--- config.mk ---
export PLATFORM = sky130hd
export DESIGN_NAME = i2c_fanout_flat
export DESIGN_NICKNAME = d
export VERILOG_FILES = /design/src/rtl/i2c_fanout_if.sv /design/src/rtl/i2c_fanout.sv /design/src/flat_wrapper.sv
export SDC_FILE = /design/constraint.sdc
export NUM_CORES = 1
export LEC_CHECK = 0
export CAP_MARGIN = 0
export CORE_ASPECT_RATIO = 0.6
export CORE_MARGIN = 1.5
export CORE_UTILIZATION = 43
export DETAILED_ROUTE_END_ITERATION = 12
export PLACE_DENSITY = 0.66
export SETUP_SLACK_MARGIN = 0.05
export SLEW_MARGIN = 30
export SYNTH_ARGS = -nofsm -noshare
export SYNTH_HDL_FRONTEND = slang
export SYNTH_SLANG_ARGS = --single-unit
--- constraint.sdc ---
create_clock -name clk -period 5.5 [get_ports clk]
set_clock_uncertainty 0.2 [all_clocks]
set_input_delay 1.1 -clock clk [delete_from_list [all_inputs] [get_ports clk]]
set_output_delay 1.1 -clock clk [all_outputs]
set_load 0.01 [all_outputs]
--- src/rtl/i2c_fanout_if.sv ---
// Signal bundle between the internal I2C master, the fanout block and the
// downstream open-drain bus pads. The fanout block uses the slave modport;
// whatever drives the master pins and pads uses the master modport.
interface i2c_fanout_if #(
    parameter int NBUS = 2
);
    logic [NBUS-1:0] bus_enable;
    logic            m_scl_i;
    logic            m_scl_o;
    logic            m_sda_t;
    logic            m_sda_o;
    logic [NBUS-1:0] s_scl_t;
    logic [NBUS-1:0] s_scl_i;
    logic [NBUS-1:0] s_sda_t;
    logic [NBUS-1:0] s_sda_i;
    logic [NBUS-1:0] active_mask;
    logic            busy;
    logic            stretch;

    modport master (
        output bus_enable, m_scl_i, m_sda_t, s_scl_i, s_sda_i,
        input  m_scl_o, m_sda_o, s_scl_t, s_sda_t, active_mask, busy, stretch
    );

    modport slave (
        input  bus_enable, m_scl_i, m_sda_t, s_scl_i, s_sda_i,
        output m_scl_o, m_sda_o, s_scl_t, s_sda_t, active_mask, busy, stretch
    );
endinterface

--- src/rtl/i2c_fanout.sv ---
// I2C fanout: one internal master onto NBUS open-drain buses, with input
// synchronisation and glitch filtering, SDA ownership tracking, clock
// stretch passthrough and a bus mask that only changes between transactions.
//
// state    | meaning
// ---------+------------------------------------------------------------
// IDLE     | nobody drives SDA
// MDRIVE   | master holds SDA low, copied onto every active bus
// RELEASE  | master just let go; bus lows are its own echo and ignored
// SDRIVE   | a bus (owner) holds SDA low, reflected to the master only
module i2c_fanout #(
    parameter int  NBUS        = 2,
    parameter int  FILTER_LEN  = 4,
    parameter int  RELEASE_CYC = 64,
    localparam int OWNW        = (NBUS > 1) ? $clog2(NBUS) : 1
) (
    input  logic        clk,
    input  logic        rst,
    i2c_fanout_if.slave bus
);
    localparam int CNTW = $clog2(RELEASE_CYC) + 1;
    localparam int FCW  = $clog2(FILTER_LEN) + 1;

    localparam logic [1:0] ST_IDLE    = 2'd0;
    localparam logic [1:0] ST_MDRIVE  = 2'd1;
    localparam logic [1:0] ST_RELEASE = 2'd2;
    localparam logic [1:0] ST_SDRIVE  = 2'd3;

    logic [NBUS-1:0] scl_s1, scl_s2, sda_s1, sda_s2;
    logic [NBUS-1:0] scl_filt, sda_filt;
    logic [FCW-1:0]  scl_cnt [NBUS];
    logic [FCW-1:0]  sda_cnt [NBUS];

    logic            m_sda_q, m_scl_q;
    logic            start, stop;
    logic            busy_q;
    logic [NBUS-1:0] mask_q;

    logic [1:0]      state, state_next;
    logic [OWNW-1:0] owner, owner_next, low_idx;
    logic [CNTW-1:0] rel_cnt;
    logic [NBUS-1:0] sda_high, sda_low;
    logic            any_low, owner_high, rel_timeout;

    logic [NBUS-1:0] s_scl_q, s_sda_q;
    logic            m_scl_o_q, m_sda_o_q, stretch_q, stretch_next;

    // Two-flop synchronisers on every pad input; idle bus level is high.
    always_ff @(posedge clk) begin
        if (rst) begin
            scl_s1 <= '1;
            scl_s2 <= '1;
            sda_s1 <= '1;
            sda_s2 <= '1;
        end else begin
            scl_s1 <= bus.s_scl_i;
            scl_s2 <= scl_s1;
            sda_s1 <= bus.s_sda_i;
            sda_s2 <= sda_s1;
        end
    end

    // Glitch filter: output follows only after FILTER_LEN equal new samples.
    always_ff @(posedge clk) begin
        if (rst) begin
            for (int i = 0; i < NBUS; i++) begin
                scl_cnt[i] <= '0;
                sda_cnt[i] <= '0;
            end
            scl_filt <= '1;
            sda_filt <= '1;
        end else begin
            for (int i = 0; i < NBUS; i++) begin
                if (scl_s2[i] == scl_filt[i]) begin
                    scl_cnt[i] <= '0;
                end else if (scl_cnt[i] == FCW'(FILTER_LEN - 1)) begin
                    scl_filt[i] <= scl_s2[i];
                    scl_cnt[i]  <= '0;
                end else begin
                    scl_cnt[i] <= scl_cnt[i] + 1'b1;
                end

                if (sda_s2[i] == sda_filt[i]) begin
                    sda_cnt[i] <= '0;
                end else if (sda_cnt[i] == FCW'(FILTER_LEN - 1)) begin
                    sda_filt[i] <= sda_s2[i];
                    sda_cnt[i]  <= '0;
                end else begin
                    sda_cnt[i] <= sda_cnt[i] + 1'b1;
                end
            end
        end
    end

    // Edges are taken between the registered and live master pins; SCL must
    // be high on both sides so an SCL fall with SDA cannot fake a START.
    assign start = m_scl_q & bus.m_scl_i & m_sda_q & ~bus.m_sda_t;
    assign stop  = m_scl_q & bus.m_scl_i & ~m_sda_q & bus.m_sda_t;

    // Transaction tracking and mask capture; the STOP cycle already loads the new mask.
    always_ff @(posedge clk) begin
        if (rst) begin
            m_sda_q <= 1'b1;
            m_scl_q <= 1'b1;
            busy_q  <= 1'b0;
            mask_q  <= '0;
        end else begin
            m_sda_q <= bus.m_sda_t;
            m_scl_q <= bus.m_scl_i;
            if (start) begin
                busy_q <= 1'b1;
            end else if (stop) begin
                busy_q <= 1'b0;
            end
            if ((!busy_q || stop) && !start) begin
                mask_q <= bus.bus_enable;
            end
        end
    end

    // Inactive buses read as released.
    assign sda_high    = sda_filt | ~mask_q;
    assign sda_low     = ~sda_high;
    assign any_low     = |sda_low;
    assign owner_high  = sda_high[owner];
    assign rel_timeout = (rel_cnt == CNTW'(RELEASE_CYC - 1));

    // Lowest-numbered bus holding SDA low.
    always_comb begin
        low_idx = '0;
        for (int i = NBUS - 1; i >= 0; i--) begin
            if (sda_low[i]) begin
                low_idx = OWNW'(i);
            end
        end
    end

    // SDA ownership next-state; the master always wins over a bus low in IDLE.
    always_comb begin
        state_next = state;
        owner_next = owner;
        case (state)
            ST_IDLE: begin
                if (!bus.m_sda_t) begin
                    state_next = ST_MDRIVE;
                end else if (any_low) begin
                    state_next = ST_SDRIVE;
                    owner_next = low_idx;
                end
            end
            ST_MDRIVE: begin
                if (bus.m_sda_t) begin
                    state_next = ST_RELEASE;
                end
            end
            ST_RELEASE: begin
                if (!bus.m_sda_t) begin
                    state_next = ST_MDRIVE;
                end else if (!any_low) begin
                    state_next = ST_IDLE;
                end else if (rel_timeout) begin
                    state_next = ST_SDRIVE;
                    owner_next = low_idx;
                end
            end
            ST_SDRIVE: begin
                if (owner_high) begin
                    state_next = ST_IDLE;
                end
            end
            default: state_next = ST_IDLE;
        endcase
    end

    // FSM state, saturating release counter and registered SDA outputs.
    always_ff @(posedge clk) begin
        if (rst) begin
            state     <= ST_IDLE;
            owner     <= '0;
            rel_cnt   <= '0;
            s_sda_q   <= '1;
            m_sda_o_q <= 1'b1;
        end else begin
            state <= state_next;
            owner <= owner_next;
            if (state == ST_RELEASE && state_next == ST_RELEASE) begin
                if (rel_cnt != '1) begin
                    rel_cnt <= rel_cnt + 1'b1;
                end
            end else begin
                rel_cnt <= '0;
            end
            s_sda_q   <= (state_next == ST_MDRIVE) ? ~mask_q : '1;
            m_sda_o_q <= !(state_next == ST_MDRIVE || state_next == ST_SDRIVE);
        end
    end

    assign stretch_next = bus.m_scl_i & (|(mask_q & ~scl_filt));

    // SCL fanout and stretch reflection back to the master.
    always_ff @(posedge clk) begin
        if (rst) begin
            s_scl_q   <= '1;
            m_scl_o_q <= 1'b1;
            stretch_q <= 1'b0;
        end else begin
            s_scl_q   <= {NBUS{bus.m_scl_i}} | ~mask_q;
            m_scl_o_q <= bus.m_scl_i & ~stretch_next;
            stretch_q <= stretch_next;
        end
    end

    assign bus.s_scl_t     = s_scl_q;
    assign bus.s_sda_t     = s_sda_q;
    assign bus.m_scl_o     = m_scl_o_q;
    assign bus.m_sda_o     = m_sda_o_q;
    assign bus.active_mask = mask_q;
    assign bus.busy        = busy_q;
    assign bus.stretch     = stretch_q;
endmodule

--- src/flat_wrapper.sv ---
// flat-port wrapper written by rule: the top's interface ports become plain ports
module i2c_fanout_flat 
#(
    parameter int  NBUS        = 2,
    parameter int  FILTER_LEN  = 4,
    parameter int  RELEASE_CYC = 64,
    localparam int OWNW        = (NBUS > 1) ? $clog2(NBUS) : 1
)
  (clk, rst, bus_bus_enable, bus_m_scl_i, bus_m_sda_t, bus_s_scl_i, bus_s_sda_i, bus_m_scl_o, bus_m_sda_o, bus_s_scl_t, bus_s_sda_t, bus_active_mask, bus_busy, bus_stretch);
  i2c_fanout_if #(.NBUS(NBUS)) bus_i ();
  input  logic clk;
  input  logic rst;
  input wire logic [$bits(bus_i.bus_enable)-1:0] bus_bus_enable;
  input wire logic [$bits(bus_i.m_scl_i)-1:0] bus_m_scl_i;
  input wire logic [$bits(bus_i.m_sda_t)-1:0] bus_m_sda_t;
  input wire logic [$bits(bus_i.s_scl_i)-1:0] bus_s_scl_i;
  input wire logic [$bits(bus_i.s_sda_i)-1:0] bus_s_sda_i;
  output wire logic [$bits(bus_i.m_scl_o)-1:0] bus_m_scl_o;
  output wire logic [$bits(bus_i.m_sda_o)-1:0] bus_m_sda_o;
  output wire logic [$bits(bus_i.s_scl_t)-1:0] bus_s_scl_t;
  output wire logic [$bits(bus_i.s_sda_t)-1:0] bus_s_sda_t;
  output wire logic [$bits(bus_i.active_mask)-1:0] bus_active_mask;
  output wire logic [$bits(bus_i.busy)-1:0] bus_busy;
  output wire logic [$bits(bus_i.stretch)-1:0] bus_stretch;
  assign bus_i.bus_enable = bus_bus_enable;
  assign bus_i.m_scl_i = bus_m_scl_i;
  assign bus_i.m_sda_t = bus_m_sda_t;
  assign bus_i.s_scl_i = bus_s_scl_i;
  assign bus_i.s_sda_i = bus_s_sda_i;
  assign bus_m_scl_o = bus_i.m_scl_o;
  assign bus_m_sda_o = bus_i.m_sda_o;
  assign bus_s_scl_t = bus_i.s_scl_t;
  assign bus_s_sda_t = bus_i.s_sda_t;
  assign bus_active_mask = bus_i.active_mask;
  assign bus_busy = bus_i.busy;
  assign bus_stretch = bus_i.stretch;
  i2c_fanout #(.NBUS(NBUS), .FILTER_LEN(FILTER_LEN), .RELEASE_CYC(RELEASE_CYC)) u_core (.clk(clk), .rst(rst), .bus(bus_i));
endmodule
# [Yosys cells after proc, flatten, opt, wreduce, memory -nomap -nowiden]
# Memory sizes are Yosys's and may differ from the RTL's.
# Index checks and enable logic that the tools add are counted.
[word_totals] regBits=34 latchBits=0 ramBits=12 rom_bits=0 inputBits=10 out_inout_bits=10 elab_cells=180 memories=2
[memory_table] memory="u_core.scl_cnt" depth=2 word_bits=3 rd=2 rd_clocked_by_memory_dff=0 wr=2 line="i2c_fanout.sv:31" rtl="logic [FCW-1:0] scl_cnt [NBUS];"
[memory_table] memory="u_core.sda_cnt" depth=2 word_bits=3 rd=2 rd_clocked_by_memory_dff=0 wr=2 line="i2c_fanout.sv:32" rtl="logic [FCW-1:0] sda_cnt [NBUS];"
[op_classes] n_addsub=5 multipliers=0 n_div=0 magnitude_cmp=1 n_eq_ne=21 shifts=0 mux=78 bitwise_logic=34 n_reduce_logical=19
[op_table] op="$mux 1" n=57
[op_table] op="$mux 3" n=12
[op_table] op="$mux 2" n=7
[op_table] op="$add 3x1->3 const B" n=4
[op_table] op="$eq 3x2->1 const B" n=4
[op_table] op="$or 1x1->1" n=12
[op_table] op="$not 1->1" n=9
[op_table] op="$eq 2x2->1 const B" n=4
[op_table] op="$pmux 2 s4" n=1
[op_table] op="$reduce_and 2->1" n=4
[op_table] op="$reduce_or 2->1" n=4
[op_table] op="$add 7x1->7 const B" n=1
[op_table] op="$and 1x1->1" n=7
[op_table] op="$eq 7x6->1 const B" n=1
[op_table] op="$ne 7x7->1 const B" n=1
[op_table] op="$ne 2x1->1 const B" n=3
[op_table] op="$not 2->2" n=3
[op_table] op="$reduce_and 6->1" n=1
[op_table] op="$eq 1x1->1" n=4
[op_table] op="$eq 2x1->1 const B" n=2
[op_table] op="$ne 2x2->1 const B" n=2
[op_table] op="$or 2x2->2" n=2
[op_table] op="$reduce_bool 2->1" n=2
[op_table] op="$logic_not 1->1" n=3
[op_table] op="other kinds (6)" n=8

# [Logic depth before layout (Yosys ltp)]
# Gate-level depths: netlist (run 1).
[logic_depth] depth_word=11 mapped_depth=5 ltp_nobuf=5

# [Worst setup path before layout (run 1)]
# No wires, ideal clock.
[synth_timing] kind="in2reg" start="input port bus_m_sda_t" end="register u_core.s_sda_q[0], in the netlist u_core.bus.s_sda_t[0]" t_arrival_ps=1790 t_required_ps=5157 setup_slack_ps=3367 path_stages=3 n_path_buf=0 path_cell_list="and2b_1 > a311oi_4 > nand4_1"
[synth_via] elab_chain_len=5 elab_cells_between_ends=7 cone_classes="eq/ne: 1; mux: 4; bitwise: 1; reduce/logical: 1"
[synth_lines] item="start, declared" line="flat_wrapper.sv:15" rtl="input wire logic [$bits(bus_i.m_sda_t)-1:0] bus_m_sda_t;"
[synth_lines] item="$mux 2 (on tied branches)" line="i2c_fanout.sv:157, i2c_fanout.sv:144, i2c_fanout.sv:152"
[synth_lines] item="$pmux 2 s4 *" line="i2c_fanout.sv:142" rtl="case (state)"
[synth_lines] item="$eq 2x1->1 *" line="i2c_fanout.sv:193" rtl="s_sda_q <= (state_next == ST_MDRIVE) ? ~mask_q : '1;"
[synth_lines] item="$not 1->1 (no line) *"
[synth_lines] item="$reduce_or 2->1 (no line) *"
[synth_lines] item="end signal, assigned" line="i2c_fanout.sv:193"
[synth_lines] item="end, declared" line="i2c_fanout.sv:45" rtl="logic [NBUS-1:0] s_scl_q, s_sda_q;"
# Every way passes the cells marked *; elsewhere a longest branch is shown, timed or not.
# A chain may end at the register's enable or synchronous reset.

# [Worst setup path in the final report (run 1)]
[layout_timing] start="register u_core.mask_q[1], in the netlist u_core.bus.active_mask[1]" end="output port bus_active_mask[1]"
[layout_lines] item="start, declared" line="i2c_fanout.sv:37" rtl="logic [NBUS-1:0] mask_q;"
[layout_lines] item="start signal, assigned" line="i2c_fanout.sv:116" rtl="mask_q <= bus.bus_enable;"
[layout_lines] item="end, declared" line="flat_wrapper.sv:22" rtl="output wire logic [$bits(bus_i.active_mask)-1:0] bus_active_mask;"
# No word-level cell between the ends.

==> results of run 1 <==
[cells by family after synthesis]
logic type,after synthesis
mux,6
simple gates,72
xor+xnor,5
buf+inv,15
other cells,1
flops,46
compound gates,21
fa+ha+maj,9
[per-layer routing]
layer  vias up  global-route usage  part of all wire
li1        660                   -                 -
met1       598               0.188              0.50
met2        22               0.242              0.44
met3         5              0.0521             0.046
met4         0               0.101             0.017
met5         -                   0                 0
[how the worst max path moves through the flow]
stage                               from                    end  slack, ns  depth (start not counted)
2_1_floorplan                bus_m_sda_t  u_core.bus.s_sda_t[0]       3.37                          3
3_3_place_gp                         rst      u_core.rel_cnt[0]       2.58                          4
3_5_place_dp                         rst      u_core.rel_cnt[1]       2.48                          4
4_1_cts                              rst      u_core.rel_cnt[5]       2.81                          4
5_1_grt                              rst      u_core.rel_cnt[0]       2.68                          4
6_report       u_core.bus.active_mask[1]     bus_active_mask[1]       2.82                          1
[layout make-up]
type | count | area, um^2
fillers | 382 | 1870
flip-flops and latches | 46 | 1040
multi-input cells | 125 | 795
repair buffers | 19 | 190
well taps | 60 | 75.1
clock buffers | 6 | 72.6
inverters | 12 | 45.0
clock inverters | 2 | 36.3
[power by group through the flow]
stage,sequential (uW),clock (uW),combinational (uW)
after floorplan,378,0,31.4
after global placement,379,0,53.4
after detailed placement,379,0,55.5
after CTS,371,251,55.9
after global routing,373,269,61.8
final,371,245,55.3
[per-stage QoR]
stage                util  worst slack, ns  hold slack, ns  power (uW)  instances
floorplan               -             3.37           0.189         410        186
global route        0.547             2.68           0.224         704        270
CTS                 0.547             2.81           0.215         679        270
global placement    0.521             2.58           0.193         432        262
detailed placement  0.521             2.48           0.195         435        262
finish              0.547             2.82           0.215         672        270
[layout by cell type (no fill, tap or decap), types with 2 or more instances in the layout]
master           count
dfxtp_1             34
nor2_1              22
clkdlybuf4s50_1     19
inv_1               12
nand2_1             12
edfxtp_1            12
conb_1              12
or2_2                9
ha_1                 9
mux2i_1              6
o21ai_0              5
nor3_1               5
clkbuf_8             5
nand2b_1             4
xnor2_1              4
or3_1                4
nand3_1              4
o211ai_1             4
nand4_1              3
a31oi_1              2
a21oi_1              2
and2_1               2
==> flow_summary.ini, run 1 <==
[clock_tree]
cts_hold_buf = 0
clock_latency_ns = 0.30
cts_buffer_depth = 2
cts_buffers = 5
post_cts_buffers = 0
htree_levels = 2
post_cts_resized = 0
cts-root-buf = clkbuf_8
clkSinkCount = 46
clk_pin_slew_ns = 0.08
cts_tree = done

[floorplanning]
die-area_um2 = 4750
die_w_um = 88.0
rows = 18
die_height_um = 54.0
io_pins = 20
core_area_um2 = 4120
initial_core_util = 0.452

[timing]
finalSetupViolCount = 0
rsz0062_at_grt = false
fin_crit_ns = 2.68
fmax_mhz = 373
setup-tns-final_ns = 0
slew_headroom = 0.592
hold_viol = 0
tightest_slew_ns = 0.610
period_share = 0.487
slew_viol_final = 0

[grt]
grt_max_degree = 22
antenna_found_initial = 0
grt_remaining_overflow = 0
grt_first_pass_wirelength_um = 5280
grt_pass1_vias = 1194
track_usage = 0.156

[setup_path]
critical_path.max_fanout = 7
path_cells = clkdlybuf4s50_1
reg2reg_to = u_core.bus.s_sda_t[1]
critPathBufInv = 1
slowest_stage = clkdlybuf4s50_1
criticalPathCategory = register to output pin
cp-start-kind = register
critPathMaxStageDelay_ns = 0.59
cp-end-kind = output pin
r2r-start = u_core.rel_cnt[0]
crit_family = buffers and inverters
worst-r2r-setup-slack_ns = 3.31
crit_required_ns = 4.20
r2r_cells = 5
arrival_ns = 1.38

[hold_path]
min_path_cells = 1
min_from = u_core.sda_s1[1]
min_to = u_core.sda_s2[1]
hp-class = register to register

[job]
max_cap_violations = 0

[synthesis]
ys_seq_elements = 46
synthFlopType = dfxtp_1
synth_area_leaders = dfxtp_1, edfxtp_1, ha_1, nor2_1, mux2i_1
synth-xor-area-share = 0.0235
synth_top_area_cell = dfxtp_1
synthSimpleGateAreaFrac = 0.196
synth_edf_count = 12
synth_async_sr_flop_share = 0
netlist.area_leader.share = 0.366
synthMuxAreaShare = 0.0323
synth.avg_cell_area_um2 = 10.6
synth_compound_area_frac = 0.0901
synth.yosys.seq_area_share = 0.559
yosysMostFrequentCell = dfxtp_1
synthAdderAreaFrac = 0.0605
synth_top_family_by_area = simple AND/OR/NAND/NOR gates
synth_commonest_cells = dfxtp_1, nor2_1, edfxtp_1, inv_1, nand2_1
synthCells = 175
syn_area_um2 = 1860
yosysWarningCount = 0
post_synth_num_cell_types = 39

[placement]
gp_congestion = 0.750
dpl_cell_area_um2 = 2150
dp_hpwl_um = 2410
io_buffers = 19

[final_layout]
fin_nets = 228
regMostFlops = u_core.rel_cnt
antenna_cells = 0
syn_to_final_growth_pct = 21.1
fin_area_um2 = 2250
drive_gt1_frac = 0.0952
top_regs = u_core.rel_cnt (7), u_core.scl_cnt (6), u_core.sda_cnt (6)
largest_reg_flops = 7

[route]
wl_um = 3170
post_drt_wl_per_cell_um = 11.7
drc = 0
dr.first_iter.drc_count = 54
vias = 1285
routed_via_density = 4.76
dr.pass1.iters = 4
antenna_left = 0

[power]
intPower_uw = 526
p_switching_uw = 146
p_leak_uw = 0.000901
p_comb_frac = 0.082
p_sw_frac = 0.217
powerDensity_nw_per_um2 = 298
irDropWorstVdd_uv = 145
clockPowerShare = 0.365
pwr-share-seq = 0.553

[status]
status = finished, final reports clean
(Power assumes the default switching activity.)
==> inputs of run 2 (changes only) <==
--- a/config.mk
+++ b/config.mk
@@ -10,7 +10,7 @@
 export CORE_MARGIN = 1.5
 export CORE_UTILIZATION = 43
 export DETAILED_ROUTE_END_ITERATION = 12
-export PLACE_DENSITY = 0.66
+export PLACE_DENSITY = 0.69
 export SETUP_SLACK_MARGIN = 0.05
 export SLEW_MARGIN = 30
 export SYNTH_ARGS = -nofsm -noshare
==> constraint.sdc (replaced) <==
create_clock -name clk -period 2.3 [get_ports clk]
set_clock_uncertainty 0.2 [all_clocks]
set_input_delay 0.46 -clock clk [delete_from_list [all_inputs] [get_ports clk]]
set_output_delay 0.46 -clock clk [all_outputs]
set_load 0.01 [all_outputs]
==> run 2 against run 1 <==
- global-route usage increased by 0.23 points
- worst setup slack got worse by 2.6 ns
- count of clock-buffer cells in the layout increased by 1
- critical path depth increased by 4
- sequential share of layout area down 0.71 points
- first-iteration DRC count down 5.6%
- sequential power increased by 140%
- register-to-register slack worse by 3.1 ns
- clock power increased by 100%
- largest power group unchanged
- highest routed layer unchanged
==> flow_summary.ini, run 2 (synthesized netlist as in run 1, its figures left out) <==
[status]
status = finished, final reports clean

[route]
highest_layer = met4
dr.pass1.iters = 4
antenna_left = 0
drt-met1-wl_um = 1810
wl_met2_um = 1130
drc = 0
post_drt_wl_per_cell_um = 11.5
routed_via_density = 4.64
wl_um = 3190
dr.first_iter.drc_count = 51
vias = 1286
wl_met3_um = 167

[clock_tree]
clock_latency_ns = 0.30
cts-root-buf = clkbuf_8
post_cts_buffers = 0
clk_pin_slew_ns = 0.08
cts_hold_buf = 0
clkSinkCount = 46
cts_buffers = 5
post_cts_resized = 0
htree_levels = 2
cts_tree = done
cts_buffer_depth = 2

[grt]
track_usage = 0.158
grt_pass1_vias = 1177
grt_max_degree = 14
grt_remaining_overflow = 0
grt_first_pass_wirelength_um = 5320
antenna_found_initial = 0

[final_layout]
regMostFlops = u_core.rel_cnt
layout_common_cells = dfxtp_1, nor2_1, clkdlybuf4s50_1
syn_to_final_growth_pct = 23.0
drive_gt1_frac = 0.124
antenna_cells = 0
top_regs = u_core.rel_cnt (7), u_core.scl_cnt (6), u_core.sda_cnt (6)
final_common_cell = dfxtp_1
fin_nets = 235
largest_reg_flops = 7
nFillCells = 377

[setup_path]
critical_path.max_fanout = 9
cp-end-kind = register
cp-start-kind = register
crit_required_ns = 2.26
arrival_ns = 2.09
criticalPathCategory = register to register

[timing]
setup-tns-final_ns = 0
hold-worst-slack_ns = 0.211
finalSetupViolCount = 0
period_share = 0.925
rsz0062_at_grt = false
hold_viol = 0
fin_crit_ns = 2.13
fmax_mhz = 470
slew_viol_final = 0

[floorplanning]
core_area_um2 = 4120
io_pins = 20
rows = 18
die-area_um2 = 4750
initial_core_util = 0.452
die_w_um = 88.0
die_height_um = 54.0

[placement]
io_buffers = 19
dp_hpwl_um = 2390
gp_congestion = 0.790

[power]
powerDensity_nw_per_um2 = 667
p_leak_uw = 0.000927
irDropWorstVdd_uv = 259

[job]
max_cap_violations = 0

[hold_path]
hp-class = register to register
==> run 2: cell count changes in the layout (fill, tap and decap cells not counted) <==
cell	delta
buf_4	+7
inv_4	-1
clkinv_2	+1
clkbuf_8	+1
bufinv_16	-1
==> run 2: critical path, cell delays in order (launching register included) <==
cell      delay, ns
dfxtp_1        0.38
ha_1           0.26
nand3_2        0.10
a2111o_1       0.44
a311oi_4       0.47
nand4_1        0.14
==> run 2: metal layers <==
layer	vias to the layer above	GRT usage
met3	6	0.0491
li1	675	-
met2	38	0.223
met1	567	0.215
met4	0	0.0873
met5	-	0
==> run 2: area by class of cell <==
class,instances,area [um^2],area share
clock buffers,7,86.3,0.0377
inverters,12,45.0,0.0197
well taps,60,75.1,0.0328
multi-input cells,125,795,0.347
repair buffers,26,243,0.106
clock inverters,1,5.00,0.00219
flip-flops and latches,46,1040,0.455
==> run 2: through the flow <==
stage,cells,power [uW],util,setup slack [ns],instance area [um^2]
after floorplan,186,980,-,0.361,1900
after detailed placement,269,1050,0.533,0.119,2200
final,277,1530,0.556,0.172,2290
after global routing,277,1600,0.556,0.0567,2290
after global placement,269,1040,0.533,0.172,2200
after CTS,277,1550,0.556,0.162,2290
==> run 2: worst paths after layout <==
path | slack [ns] | cells after the start | end | from
hold reg to reg | 0.21 | 1 | u_core.sda_s2[0] | u_core.sda_s1[0]
setup / recovery | 0.17 | 5 | u_core.bus.s_sda_t[1] | u_core.rel_cnt[0]
setup reg to reg | 0.17 | 5 | u_core.bus.s_sda_t[1] | u_core.rel_cnt[0]
hold / removal | 0.21 | 1 | u_core.sda_s2[0] | u_core.sda_s1[0]
==> run 2: where the power goes <==
part           total, uW  switching, uW  leakage (uW)  internal [uW]
combinational        148           69.1      0.000476           78.9
sequential           882           18.2      0.000403            864
clock                498            256     0.0000482            242
total               1530            343      0.000927           1190
